`config.mk`:
```
export PLATFORM = sky130hd
export DESIGN_NAME = wb_arbiter_flat
export DESIGN_NICKNAME = d
export VERILOG_FILES = /design/src/rtl/wb_arbiter_pkg.sv /design/src/rtl/wb_arbiter_if.sv /design/src/rtl/wb_arbiter_rr_arbiter.sv /design/src/rtl/wb_arbiter.sv /design/src/flat_wrapper.sv
export SDC_FILE = /design/constraint.sdc
export NUM_CORES = 1
export LEC_CHECK = 0
export ABC_AREA = 1
export BUFFER_PORTS_ARGS = -buffer_cell sky130_fd_sc_hd__buf_2
export CAP_MARGIN = 20
export CORE_UTILIZATION = 55
export CTS_CLUSTER_SIZE = 14
export DETAILED_ROUTE_END_ITERATION = 8
export PLACE_DENSITY_LB_ADDON = 0.1
export SYNTH_ARGS = -nofsm -noshare
export SYNTH_HDL_FRONTEND = slang
export SYNTH_HIERARCHICAL = 1
export SYNTH_SLANG_ARGS = --single-unit
```
`constraint.sdc`:
```
create_clock -name clk -period 4.7 [get_ports clk]
set_clock_uncertainty 0.2 [all_clocks]
set_input_delay 1.41 -clock clk [delete_from_list [all_inputs] [get_ports clk]]
set_output_delay 1.41 -clock clk [all_outputs]
set_load 0.1 [all_outputs]
```
`src/rtl/wb_arbiter_pkg.sv`:
```
// Shared types for the writeback arbiter: request bundle, source indices
// and the round-robin index helper.
package wb_arbiter_pkg;

    localparam int WB_XLEN = 32;
    localparam int WB_NSRC = 4;

    localparam int WB_SRC_ALU = 0;
    localparam int WB_SRC_MUL = 1;
    localparam int WB_SRC_DIV = 2;
    localparam int WB_SRC_LSU = 3;

    typedef struct packed {
        logic               valid;
        logic [4:0]         rd_addr;
        logic [WB_XLEN-1:0] data;
        logic [WB_XLEN-1:0] tag;
        logic [31:0]        instr;
    } wb_req_t;

    // Index reached by stepping 'step' places past 'base', wrapping at n.
    function automatic int wb_rr_idx(input int base, input int step,
                                     input int n);
        return (base + step) % n;
    endfunction

endpackage

```
`src/rtl/wb_arbiter_if.sv`:
```
// Writeback bus between the execution units and the arbiter.
// master: unit side (drives src_*), slave: arbiter side (drives wb_*, flags).
interface wb_arbiter_if
    import wb_arbiter_pkg::*;
#(
    parameter int XLEN = WB_XLEN,
    parameter int NSRC = WB_NSRC
);

    logic [NSRC-1:0]           src_valid;
    logic [NSRC-1:0][4:0]      src_rd_addr;
    logic [NSRC-1:0][XLEN-1:0] src_data;
    logic [NSRC-1:0][XLEN-1:0] src_instr_tag;
    logic [NSRC-1:0][31:0]     src_instr;
    logic [NSRC-1:0]           src_full;

    logic                      wb_rd_wr_en;
    logic [4:0]                wb_rd_addr;
    logic [XLEN-1:0]           wb_data;
    logic [XLEN-1:0]           instr_tag_out;
    logic [31:0]               instr_out;
    logic                      overflow_err;

    modport master (
        output src_valid,
        output src_rd_addr,
        output src_data,
        output src_instr_tag,
        output src_instr,
        input  src_full,
        input  wb_rd_wr_en,
        input  wb_rd_addr,
        input  wb_data,
        input  instr_tag_out,
        input  instr_out,
        input  overflow_err
    );

    modport slave (
        input  src_valid,
        input  src_rd_addr,
        input  src_data,
        input  src_instr_tag,
        input  src_instr,
        output src_full,
        output wb_rd_wr_en,
        output wb_rd_addr,
        output wb_data,
        output instr_tag_out,
        output instr_out,
        output overflow_err
    );

endinterface

```
`src/rtl/wb_arbiter_rr_arbiter.sv`:
```
// Combinational round-robin picker. Ports: req (request bits), ptr (last
// winner), grant (one-hot), grant_idx (winner index), grant_vld (any winner).
module rr_arbiter
    import wb_arbiter_pkg::*;
#(
    parameter int NSRC = WB_NSRC,
    parameter int PW   = (NSRC > 1) ? $clog2(NSRC) : 1
) (
    input  logic [NSRC-1:0] req,
    input  logic [PW-1:0]   ptr,
    output logic [NSRC-1:0] grant,
    output logic [PW-1:0]   grant_idx,
    output logic            grant_vld
);

    logic [PW-1:0] idx;

    // Search starts one past the last winner, so the last winner is
    // visited last and every source waits at most NSRC-1 grants.
    always_comb begin
        grant     = '0;
        grant_idx = '0;
        grant_vld = 1'b0;
        idx       = '0;
        for (int k = 1; k <= NSRC; k++) begin
            idx = PW'(wb_rr_idx(int'(ptr), k, NSRC));
            if (!grant_vld && req[idx]) begin
                grant[idx] = 1'b1;
                grant_idx  = idx;
                grant_vld  = 1'b1;
            end
        end
    end

endmodule

```
`src/rtl/wb_arbiter.sv`:
```
// Merges ALU/MUL/DIV/LSU writebacks onto one register-file write port.
// Ports: clk, rstn (async active-low), bus (wb_arbiter_if.slave).
module wb_arbiter
    import wb_arbiter_pkg::*;
#(
    parameter int XLEN = WB_XLEN,
    parameter int NSRC = WB_NSRC
) (
    input  logic         clk,
    input  logic         rstn,
    wb_arbiter_if.slave  bus
);

    localparam int PW = (NSRC > 1) ? $clog2(NSRC) : 1;

    wb_req_t         hold_q [NSRC];
    wb_req_t         live   [NSRC];
    wb_req_t         cand   [NSRC];
    wb_req_t         sel;
    logic [NSRC-1:0] hold_vld;
    logic [NSRC-1:0] cand_vld;
    logic [NSRC-1:0] grant;
    logic [PW-1:0]   gidx;
    logic            any;
    logic [PW-1:0]   rr_ptr;

    logic            en_q;
    logic [4:0]      addr_q;
    logic [XLEN-1:0] data_q;
    logic [XLEN-1:0] tag_q;
    logic [31:0]     instr_q;
    logic            ovf_q;

    // A buffered request always takes precedence over the live input of
    // the same source, so older results are written first.
    always_comb begin
        for (int i = 0; i < NSRC; i++) begin
            live[i]     = '{valid:   bus.src_valid[i],
                            rd_addr: bus.src_rd_addr[i],
                            data:    bus.src_data[i],
                            tag:     bus.src_instr_tag[i],
                            instr:   bus.src_instr[i]};
            cand[i]     = hold_q[i].valid ? hold_q[i] : live[i];
            cand_vld[i] = cand[i].valid;
            hold_vld[i] = hold_q[i].valid;
        end
    end

    rr_arbiter #(
        .NSRC (NSRC),
        .PW   (PW)
    ) u_rr (
        .req       (cand_vld),
        .ptr       (rr_ptr),
        .grant     (grant),
        .grant_idx (gidx),
        .grant_vld (any)
    );

    assign sel = cand[gidx];

    always_ff @(posedge clk or negedge rstn) begin
        if (!rstn) begin
            rr_ptr  <= PW'(NSRC - 1);
            en_q    <= 1'b0;
            addr_q  <= '0;
            data_q  <= '0;
            tag_q   <= '0;
            instr_q <= '0;
            ovf_q   <= 1'b0;
            for (int i = 0; i < NSRC; i++) begin
                hold_q[i] <= '0;
            end
        end else begin
            // x0 requests still win a slot and move the pointer,
            // but never raise the write enable.
            en_q <= any && (sel.rd_addr != 5'd0);
            if (any) begin
                rr_ptr  <= gidx;
                addr_q  <= sel.rd_addr;
                data_q  <= sel.data;
                tag_q   <= sel.tag;
                instr_q <= sel.instr;
            end

            // A live request arriving while its buffer is occupied is
            // dropped; the buffered one keeps its place.
            for (int i = 0; i < NSRC; i++) begin
                if (hold_q[i].valid) begin
                    if (grant[i]) begin
                        hold_q[i] <= '0;
                    end
                end else if (bus.src_valid[i] && !grant[i]) begin
                    hold_q[i] <= live[i];
                end
            end

            if (|(hold_vld & bus.src_valid)) begin
                ovf_q <= 1'b1;
            end
        end
    end

    assign bus.src_full      = hold_vld;
    assign bus.wb_rd_wr_en   = en_q;
    assign bus.wb_rd_addr    = addr_q;
    assign bus.wb_data       = data_q;
    assign bus.instr_tag_out = tag_q;
    assign bus.instr_out     = instr_q;
    assign bus.overflow_err  = ovf_q;

endmodule
```
`src/flat_wrapper.sv`:
```
// flat-port wrapper written by rule: the top's interface ports become plain ports
module wb_arbiter_flat import wb_arbiter_pkg::*;
#(
    parameter int XLEN = WB_XLEN,
    parameter int NSRC = WB_NSRC
)
  (clk, rstn, bus_src_valid, bus_src_rd_addr, bus_src_data, bus_src_instr_tag, bus_src_instr, bus_src_full, bus_wb_rd_wr_en, bus_wb_rd_addr, bus_wb_data, bus_instr_tag_out, bus_instr_out, bus_overflow_err);
  wb_arbiter_if #(.XLEN(XLEN), .NSRC(NSRC)) bus_i ();
  input  logic clk;
  input  logic rstn;
  input wire logic [$bits(bus_i.src_valid)-1:0] bus_src_valid;
  input wire logic [$bits(bus_i.src_rd_addr)-1:0] bus_src_rd_addr;
  input wire logic [$bits(bus_i.src_data)-1:0] bus_src_data;
  input wire logic [$bits(bus_i.src_instr_tag)-1:0] bus_src_instr_tag;
  input wire logic [$bits(bus_i.src_instr)-1:0] bus_src_instr;
  output wire logic [$bits(bus_i.src_full)-1:0] bus_src_full;
  output wire logic [$bits(bus_i.wb_rd_wr_en)-1:0] bus_wb_rd_wr_en;
  output wire logic [$bits(bus_i.wb_rd_addr)-1:0] bus_wb_rd_addr;
  output wire logic [$bits(bus_i.wb_data)-1:0] bus_wb_data;
  output wire logic [$bits(bus_i.instr_tag_out)-1:0] bus_instr_tag_out;
  output wire logic [$bits(bus_i.instr_out)-1:0] bus_instr_out;
  output wire logic [$bits(bus_i.overflow_err)-1:0] bus_overflow_err;
  assign bus_i.src_valid = bus_src_valid;
  assign bus_i.src_rd_addr = bus_src_rd_addr;
  assign bus_i.src_data = bus_src_data;
  assign bus_i.src_instr_tag = bus_src_instr_tag;
  assign bus_i.src_instr = bus_src_instr;
  assign bus_src_full = bus_i.src_full;
  assign bus_wb_rd_wr_en = bus_i.wb_rd_wr_en;
  assign bus_wb_rd_addr = bus_i.wb_rd_addr;
  assign bus_wb_data = bus_i.wb_data;
  assign bus_instr_tag_out = bus_i.instr_tag_out;
  assign bus_instr_out = bus_i.instr_out;
  assign bus_overflow_err = bus_i.overflow_err;
  wb_arbiter #(.XLEN(XLEN), .NSRC(NSRC)) u_core (.clk(clk), .rstn(rstn), .bus(bus_i));
endmodule
```
Yosys cells after proc, flatten, opt, wreduce, memory -nomap -nowiden. Index checks and enable logic that the tools add are counted.

Output and inout bits: 107. Logic and storage cells: 125. Input bits: 410. Bits in registers: 513.

Order comparisons: 9. Reductions and logical operators: 29. Muxes and demuxes: 47. Equality and inequality tests: 4. Bitwise operators: 5. $add $sub $neg: 4.

Operators by type and width (number): 102-bit two-way mux (16); 102-bit binary-select mux with 2-bit select (1); 101-bit two-way mux (2); 4-bit two-way mux (4); 1-bit logical AND (12); 2-bit by 3-bit less-than comparator with 1-bit output (second input constant) (4); 1-bit two-way mux (12); 4-bit bitwise OR (3); 1-bit binary-select mux with 2-bit select (4); 1-bit demux with 2-bit select (4); 2-bit by 1-bit greater-or-equal comparator with 1-bit output (second input constant) (4); 2-bit two-way mux (4); 2-bit inequality test (second input constant) (4); 2-bit AND reduction (4); 2-bit nonzero test (4); 1-bit logical NOT (7); 5-bit nonzero test (1); 2-bit by 1-bit adder with 2-bit output (second input constant) (2); 2-bit adder (second input constant) (2); 4-bit bitwise AND (1); 4-bit OR reduction (1); 3-bit greater-or-equal comparator (second input constant) (1); 2-bit NOT with 3-bit output (1).

Longest topological paths before layout. Gate-level depths: netlist (run 1).

Word-level depth: 19. Mapped depth: 23.

By module. Netlist (run 1), hierarchy kept.

By module, submodules not included: wb_arbiter (area an instance 27124.8 µm², times used 1, cells each 3739); rr_arbiter (area an instance 457.9 µm², times used 1, cells each 74).

Least setup slack after synthesis (run 1). OpenSTA, ideal clock, no wires.

Path type: input to register. From: input bus_src_valid[2]. To: register u_core.instr_q[11], in the netlist u_core/bus.instr_out[11]. Buffers on the path: 3. Path slack: 1.191 ns. Arrival: 3.227 ns. Stages on the path: 16. Library setup time: 0.082 ns. Cells stage by stage: inv_1 nand2_1 inv_1 nand2_1 nand2_1 inv_1 nor2_2 nand3_1 a21oi_2 buf_2 buf_4 clkbuf_1 nor2_1 o21ai_0 o211ai_1 a31oi_1.

RTL lines: start, declared (line flat_wrapper.sv:11) `input wire logic [$bits(bus_i.src_valid)-1:0] bus_src_valid;`; end signal, assigned (line wb_arbiter.sv:83) `instr_q <= sel.instr;`; end, declared (line wb_arbiter.sv:31) `logic [31:0] instr_q;`.

==> results of run 1 <==
==> final timing paths <==
| check | start | depth (start not counted) | slack, ns | end |
|---|---|---|---|---|
| max | bus_src_valid[2] | 14 | 0.80 | u_core/bus.instr_out[2]$_DFFE_PN0P_ |
| min in group asynchronous | rstn | 1 | 0.56 | u_core/hold_q[36]$_DFFE_PN0P_ |
| min | u_core/bus.instr_out[26]$_DFFE_PN0P_ | 2 | 0.28 | u_core/bus.instr_out[26]$_DFFE_PN0P_ |
| min reg2reg | u_core/bus.instr_out[26]$_DFFE_PN0P_ | 2 | 0.28 | u_core/bus.instr_out[26]$_DFFE_PN0P_ |
| max reg2reg | u_core/rr_ptr[0]$_DFFE_PN1P_ | 12 | 1.01 | u_core/bus.instr_out[2]$_DFFE_PN0P_ |
| max in group asynchronous | rstn | 2 | 2.73 | u_core/hold_q[384]$_DFFE_PN0P_ |
==> routing by layer <==
layer	vias to the layer above	track usage, %
met5	-	0
met2	1764	53.3
met1	12939	59.5
met4	2	15.0
li1	12777	-
met3	181	12.1
==> critical path: stages <==
cell	delay, ns
buf_2	0.12
inv_1	0.28
nand2_1	0.14
inv_1	0.07
nand2_1	0.07
nand3_2	0.15
nand2_2	0.09
nor2_2	0.19
nor2_1	0.10
a21oi_4	0.31
inv_8	0.26
buf_12	0.26
o211ai_1	0.50
a31oi_1	0.17
==> through the flow <==
stage	hold WS [ns]	cells	utilization, %	cell area (um2)	worst slack (ns)
floorplan	0.287	3813	-	27600	1.19
global placement	0.261	4792	62.1	30600	0.319
CTS	0.284	4892	65.7	32400	0.888
global route	0.303	4897	65.7	32400	0.694
detailed placement	0.267	4792	62.1	30600	0.270
finish	0.281	4897	65.7	32400	0.802
==> cell usage in the layout (no fill, tap or decap), types with 16 or more instances in the layout <==
cell       count
buf_12        16
nand2_1      554
o21ai_0      580
inv_1        734
buf_2        515
nor2_1       578
o211ai_1     121
clkbuf_1      21
dfrtp_1      507
o21ai_1       37
a31oi_1       49
o22ai_1      152
buf_4         47
clkbuf_16     57
nand3_1      159
==> state kept, by name (all words and copies together), names as in the netlist <==
register,flops
u_core/hold_q,404
u_core/bus.instr_out,32
u_core/bus.instr_tag_out,32
u_core/bus.wb_data,32
u_core/bus.wb_rd_addr,5
u_core/bus.src_full,4
u_core/rr_ptr,2
u_core/bus.overflow_err,1
u_core/bus.wb_rd_wr_en,1
==> kinds of logic after synthesis <==
kind of cell	synth area share, %
AND/OR/NAND/NOR	18.9
flip-flops	46.6
AO/OA/AOI/OAI	19.8
adder cells (fa/ha/maj)	0.363
buffers and inverters	14.5
==> layout make-up <==
| class | count | area share (%) |
|---|---|---|
| repair buffers | 579 | 10.1 |
| well taps | 664 | 2.57 |
| clock buffers | 88 | 5.08 |
| flip-flops and latches | 513 | 39.7 |
| clock inverters | 12 | 0.348 |
| multi-input cells | 2289 | 33.5 |
| inverters | 747 | 8.71 |
| diodes | 5 | 0.0387 |
==> metrics, run 1 <==
Fillers 4454; row cnt 81; syn_nets ~4200; Worst Setup End Kind register; CP arrival ~4.2 ns; Synth area leaders dfrtp_1 46%, o21ai_0 11%, inv_1 10%, nor2_1 7.9%, nand2_1 7.5%; setup bufs post-CTS 0; core area roughly 49000 um2; Area Overhead vs Synth 17.4%; Die H 226 um; DRT Pass-1 Iters 6; Final Slew Violations 0; Post-synth top cells 736 x inv_1, 580 x o21ai_0, 579 x nor2_1, 554 x nand2_1, 511 x dfrtp_1; die width approximately 230 um; pin count of the biggest net entering global routing between 100 and 150; share of layout cells above drive strength 1 around 16%; DRC violations left 0; DR WL met2 roughly 41000 um; worst-path maximum fanout between 60 and 70; Clock Tree Buf Depth 3; total track usage ~40%; mapped cell area about 28000 um2; cts repair resizes 0; Peak Freq approximately 260 MHz; Setup-failing EPs final 0; port bufs between 500 and 600; Yosys top cell area share between 40% and 50%; CTS tree done; hold buffer count at cts 0; IO Count 517; final hold violations 0; drt wl/cell slightly above 20 um; CTS Buf Count 54; Post-DP HPWL around 70000 um; Max-slew headroom 35.4%; RSZ-0062 raised after global routing false; CP Class in -> reg; Synth area leader dfrtp_1; Routability Congestion between 1 and 1.5; Worst-Margin Slew ~0.97 ns; top layer in use met5; final net count ~4600; first-pass GRT wire length roughly 150000 um; initial core utilization 56.0%; clk_lat worst skew around 0.62 ns; clock sink count between 500 and 600; Synth Warn # 6; CP Launch Type input port; Congestion Overflow GR 0; fin crit share between 80 and 90%; Reg clk slew, reported paths ~0.060 ns; Post-synth EDFFs 0; Netlist cell types 32; Syn Inst Count 3813; Routed Wire Length just over 100000 um; Setup Total Neg Slack 0 ns; area occupied by multi-input gates between 10000 and 15000 um2; Crit path required time between 4 and 5 ns; initial antenna violation count 8; number of global-route vias before repair roughly 25000; fin crit period a little under 4 ns; Max-Cap Viols 0; vias ~28000; via/cell ratio 5.65; Die ar. a little over 50000 um2; Main synth FF type dfrtp_1; HP Class reg -> reg; status complete, no violations; Storage cell area ~13000 um2; # H-tree levels 2; sequential fraction of the synthesis area 46.6%; top-count cell post-synth inv_1; #FFs+latches synth ~510; met1 wire length about 43000 um; wire length on met3 ~14000 um; Post-DRT Antenna Nets 0; Iter 0 DRT Violations about 3900; Avg Cell Area, Syn approximately 7.2 um2; Root Driver clkbuf_16; asr flop ratio synth 100%
Power of run 1 is not shown: default switching activity piles up to over one toggle a cycle in this logic, so the estimate is an artifact.
==> inputs of run 2 (changes only) <==
--- a/config.mk
+++ b/config.mk
@@ -5,7 +5,7 @@
 export SDC_FILE = /design/constraint.sdc
 export NUM_CORES = 1
 export LEC_CHECK = 0
-export ABC_AREA = 1
+export ABC_AREA = 0
 export BUFFER_PORTS_ARGS = -buffer_cell sky130_fd_sc_hd__buf_2
 export CAP_MARGIN = 20
 export CORE_UTILIZATION = 55
==> constraint.sdc (replaced) <==
create_clock -name clk -period 3.9 [get_ports clk]
set_clock_uncertainty 0.2 [all_clocks]
set_input_delay 1.17 -clock clk [delete_from_list [all_inputs] [get_ports clk]]
set_output_delay 1.17 -clock clk [all_outputs]
set_load 0.1 [all_outputs]
==> metrics, run 2 <==
status complete, no violations; hold buffer count at cts 0; Final Slew Violations 0; switching power total 17.9 mW; Crit path required time around 2.5 ns; initial core utilization between 50% and 60%; Synth area leader dfrtp_1; Netlist cell types between 40 and 50; Logic pwr share 61.1%; Avg Cell Area, Syn between 10 and 15 um2; Iter 0 DRT Violations about 2200; DRT Pass-1 Iters 6; fin crit share between 90% and 100%; largest family of logic cells by synthesized area multiplexers; RSZ-0062 raised after global routing false; Routability Congestion ~0.86; power per cell area 1080 nW/um2; complex-gate fraction of the synthesized area between 20 and 25%; final hold violations 0; Peak Freq 271 MHz; commonest non-fill, non-tap cell in the layout buf_2; cell internal pwr about 19 mW; Post-DRT Antenna Nets 0; sequential fraction of the synthesis area 44.7%; syn_nets approximately 3200; Area Overhead vs Synth 18.1%; Synth Warn # 6; setup bufs post-CTS 0; CP Launch Type register; clock sink count between 500 and 600; most frequent cells in the layout 515 x buf_2, 507 x dfrtp_1, 422 x nand2_1; Die H between 200 and 250 um; FF-to-FF Start u_core/rr_ptr[1]$_DFFE_PN1P_; pin count of the biggest net entering global routing ~160; Worst-Margin Slew between 1 and 1.5 ns; Post-Synth XOR/XNOR Area 0%; core area roughly 50000 um2; Main synth FF type dfrtp_1; Most flops, register u_core/hold_q; Syn Inst Count about 2800; vias between 20000 and 30000; dpl cells about 3800; CTS Buf Count 55; first-pass GRT wire length between 100000 and 150000 um; Leakage Power ~16 nW; # H-tree levels 2; Post-synth EDFFs 0; Routed Wire Length between 90000 and 100000 um; top-count cell post-synth dfrtp_1; worst-path maximum fanout 146; Reg clk slew, reported paths approximately 0.06 ns; Adder-Cell Fraction of Synth Area 0.348%; initial antenna violation count 47; hold path endpoint u_core/bus.overflow_err$_DFFE_PN0P_; clk_lat worst skew roughly 0.6 ns; HP Class reg -> reg; Max-slew headroom about 16%; mapped cell area 28700 um2; Post-DP HPWL between 60000 and 70000 um; max reg flops around 400; #FFs+latches synth 513; Synth Area in Simple Gates ~7.5%; worst vdd ir ~1100 uV; Post-Layout Cell Count a little under 4000; cts repair resizes 0; final net count roughly 3600; Synth area leaders dfrtp_1 45%, mux2i_1 14%, a22oi_1 11%, mux4_2 7.7%, o21ai_0 7.1%; total track usage 36.5%; Fillers 4164; Hold Path Cell Cnt 2; Congestion Overflow GR 0; CP Class reg -> out; port bufs around 520; IO Count between 500 and 600; Sw Ratio between 40 and 50%; row cnt 83; CP arrival between 2 and 2.5 ns; R2R depth 10; reg2reg end u_core/hold_q[333]$_DFFE_PN0P_; clock share of power between 10% and 20%; Setup Total Neg Slack 0 ns; Worst Setup End Kind primary output; share of layout cells above drive strength 1 about a quarter; mux cell area share after synthesis 22.0%; die width approximately 230 um; CTS tree done; via/cell ratio approximately 6.5; drt wl/cell between 20 and 25 um; Root Driver clkbuf_16; asr flop ratio synth 100%; Reg power frac about 25%; Yosys top cell area share 44.5%; Clock Tree Buf Depth 3; number of global-route vias before repair around 26000; fin crit period 3.69 ns; Post-synth top cells 511 x dfrtp_1, 423 x nand2_1, 407 x a22oi_1, 407 x o21ai_0, 399 x mux2i_1; Die ar. roughly 53000 um2; DRC violations left 0; flop-to-flop setup slack between 0.2 and 0.3 ns; Hold Startpoint u_core/bus.overflow_err$_DFFE_PN0P_; Setup-failing EPs final 0; Max-Cap Viols 0
-- run 2: cell count changes after synthesis, sizes merged, moves of 151 or more --
cell,previous run,this run
a22oi,0,407
nand3,161,3
inv,747,9
mux2i,0,400
nor2,585,109
o22ai,152,1
o21ai,621,412
-- run 2: metal layers --
metal	global-route usage [%]	up-vias	part of all wire [%]
met5	0	-	0.30
met4	18.9	46	4.8
met3	8.50	301	8.7
met2	57.4	1284	47
met1	47.3	12722	39
li1	-	11189	-
-- run 2: final cells by class --
class	count	area (um2)	area share [%]
clock inverters	11	105	0.310
well taps	680	851	2.51
diodes	25	62.6	0.184
clock buffers	85	1640	4.84
inverters	9	33.8	0.0996
flip-flops and latches	513	12900	37.9
multi-input cells	2017	14600	42.9
repair buffers	610	3820	11.3
-- run 2: per-stage QoR --
| stage | hold WS, ns | setup WS, ns | util [%] | cell area, um2 | total power [mW] |
|---|---|---|---|---|---|
| 2_1_floorplan | 0.242 | -0.0774 | - | 28700 | 25.4 |
| 3_3_place_gp | 0.254 | -0.00727 | 62.3 | 32100 | 30.8 |
| 3_5_place_dp | 0.261 | -0.0516 | 62.3 | 32100 | 31.4 |
| 4_1_cts | 0.277 | 0.179 | 65.7 | 33900 | 36.6 |
| 5_1_grt | 0.313 | 0.110 | 65.8 | 33900 | 38.6 |
| 6_report | 0.280 | 0.211 | 65.9 | 33900 | 36.8 |
-- run 2: power by group through the flow --
stage	clock network (mW)	registers, mW	logic [mW]
finish	5.17	9.14	22.5
global placement	0	9.03	21.7
detailed placement	0	9.16	22.3
CTS	5.23	9.10	22.3
floorplan	0	12.2	13.2
global route	5.42	9.37	23.8
-- run 2: worst max-delay path: stages, from the launching register on --
cell and delay [ns]:
dfrtp_4 0.42, buf_12 0.47, buf_2 0.57
-- run 2: worst max-delay path by stage --
stage                                     startpoint                                  endpoint  slack, ns  cells past startpoint
floorplan                           bus_src_valid[0]      u_core/bus.instr_out[25]$_DFFE_PN0P_      -0.08                     11
global route            u_core/rr_ptr[1]$_DFFE_PN1P_            u_core/hold_q[335]$_DFFE_PN0P_       0.11                     10
finish              u_core/bus.src_full[3]$_DFF_PN0_                           bus_src_full[3]       0.21                      2
detailed placement                  bus_src_valid[1]  u_core/bus.instr_tag_out[29]$_DFFE_PN0P_      -0.05                     10
CTS                 u_core/bus.src_full[3]$_DFF_PN0_                           bus_src_full[3]       0.18                      2
global placement                    bus_src_valid[1]          u_core/bus.wb_rd_wr_en$_DFF_PN0_     -0.007                     10
-- run 2: cells by family after synthesis --
kind of cell	after synthesis
AOI/OAI and AO/OA	947
adders and majority gates	8
buffers and inverters	285
DFF	513
muxes	506
and+or+nand+nor	556
No activity file was read; power rests on OpenSTA's default activity.
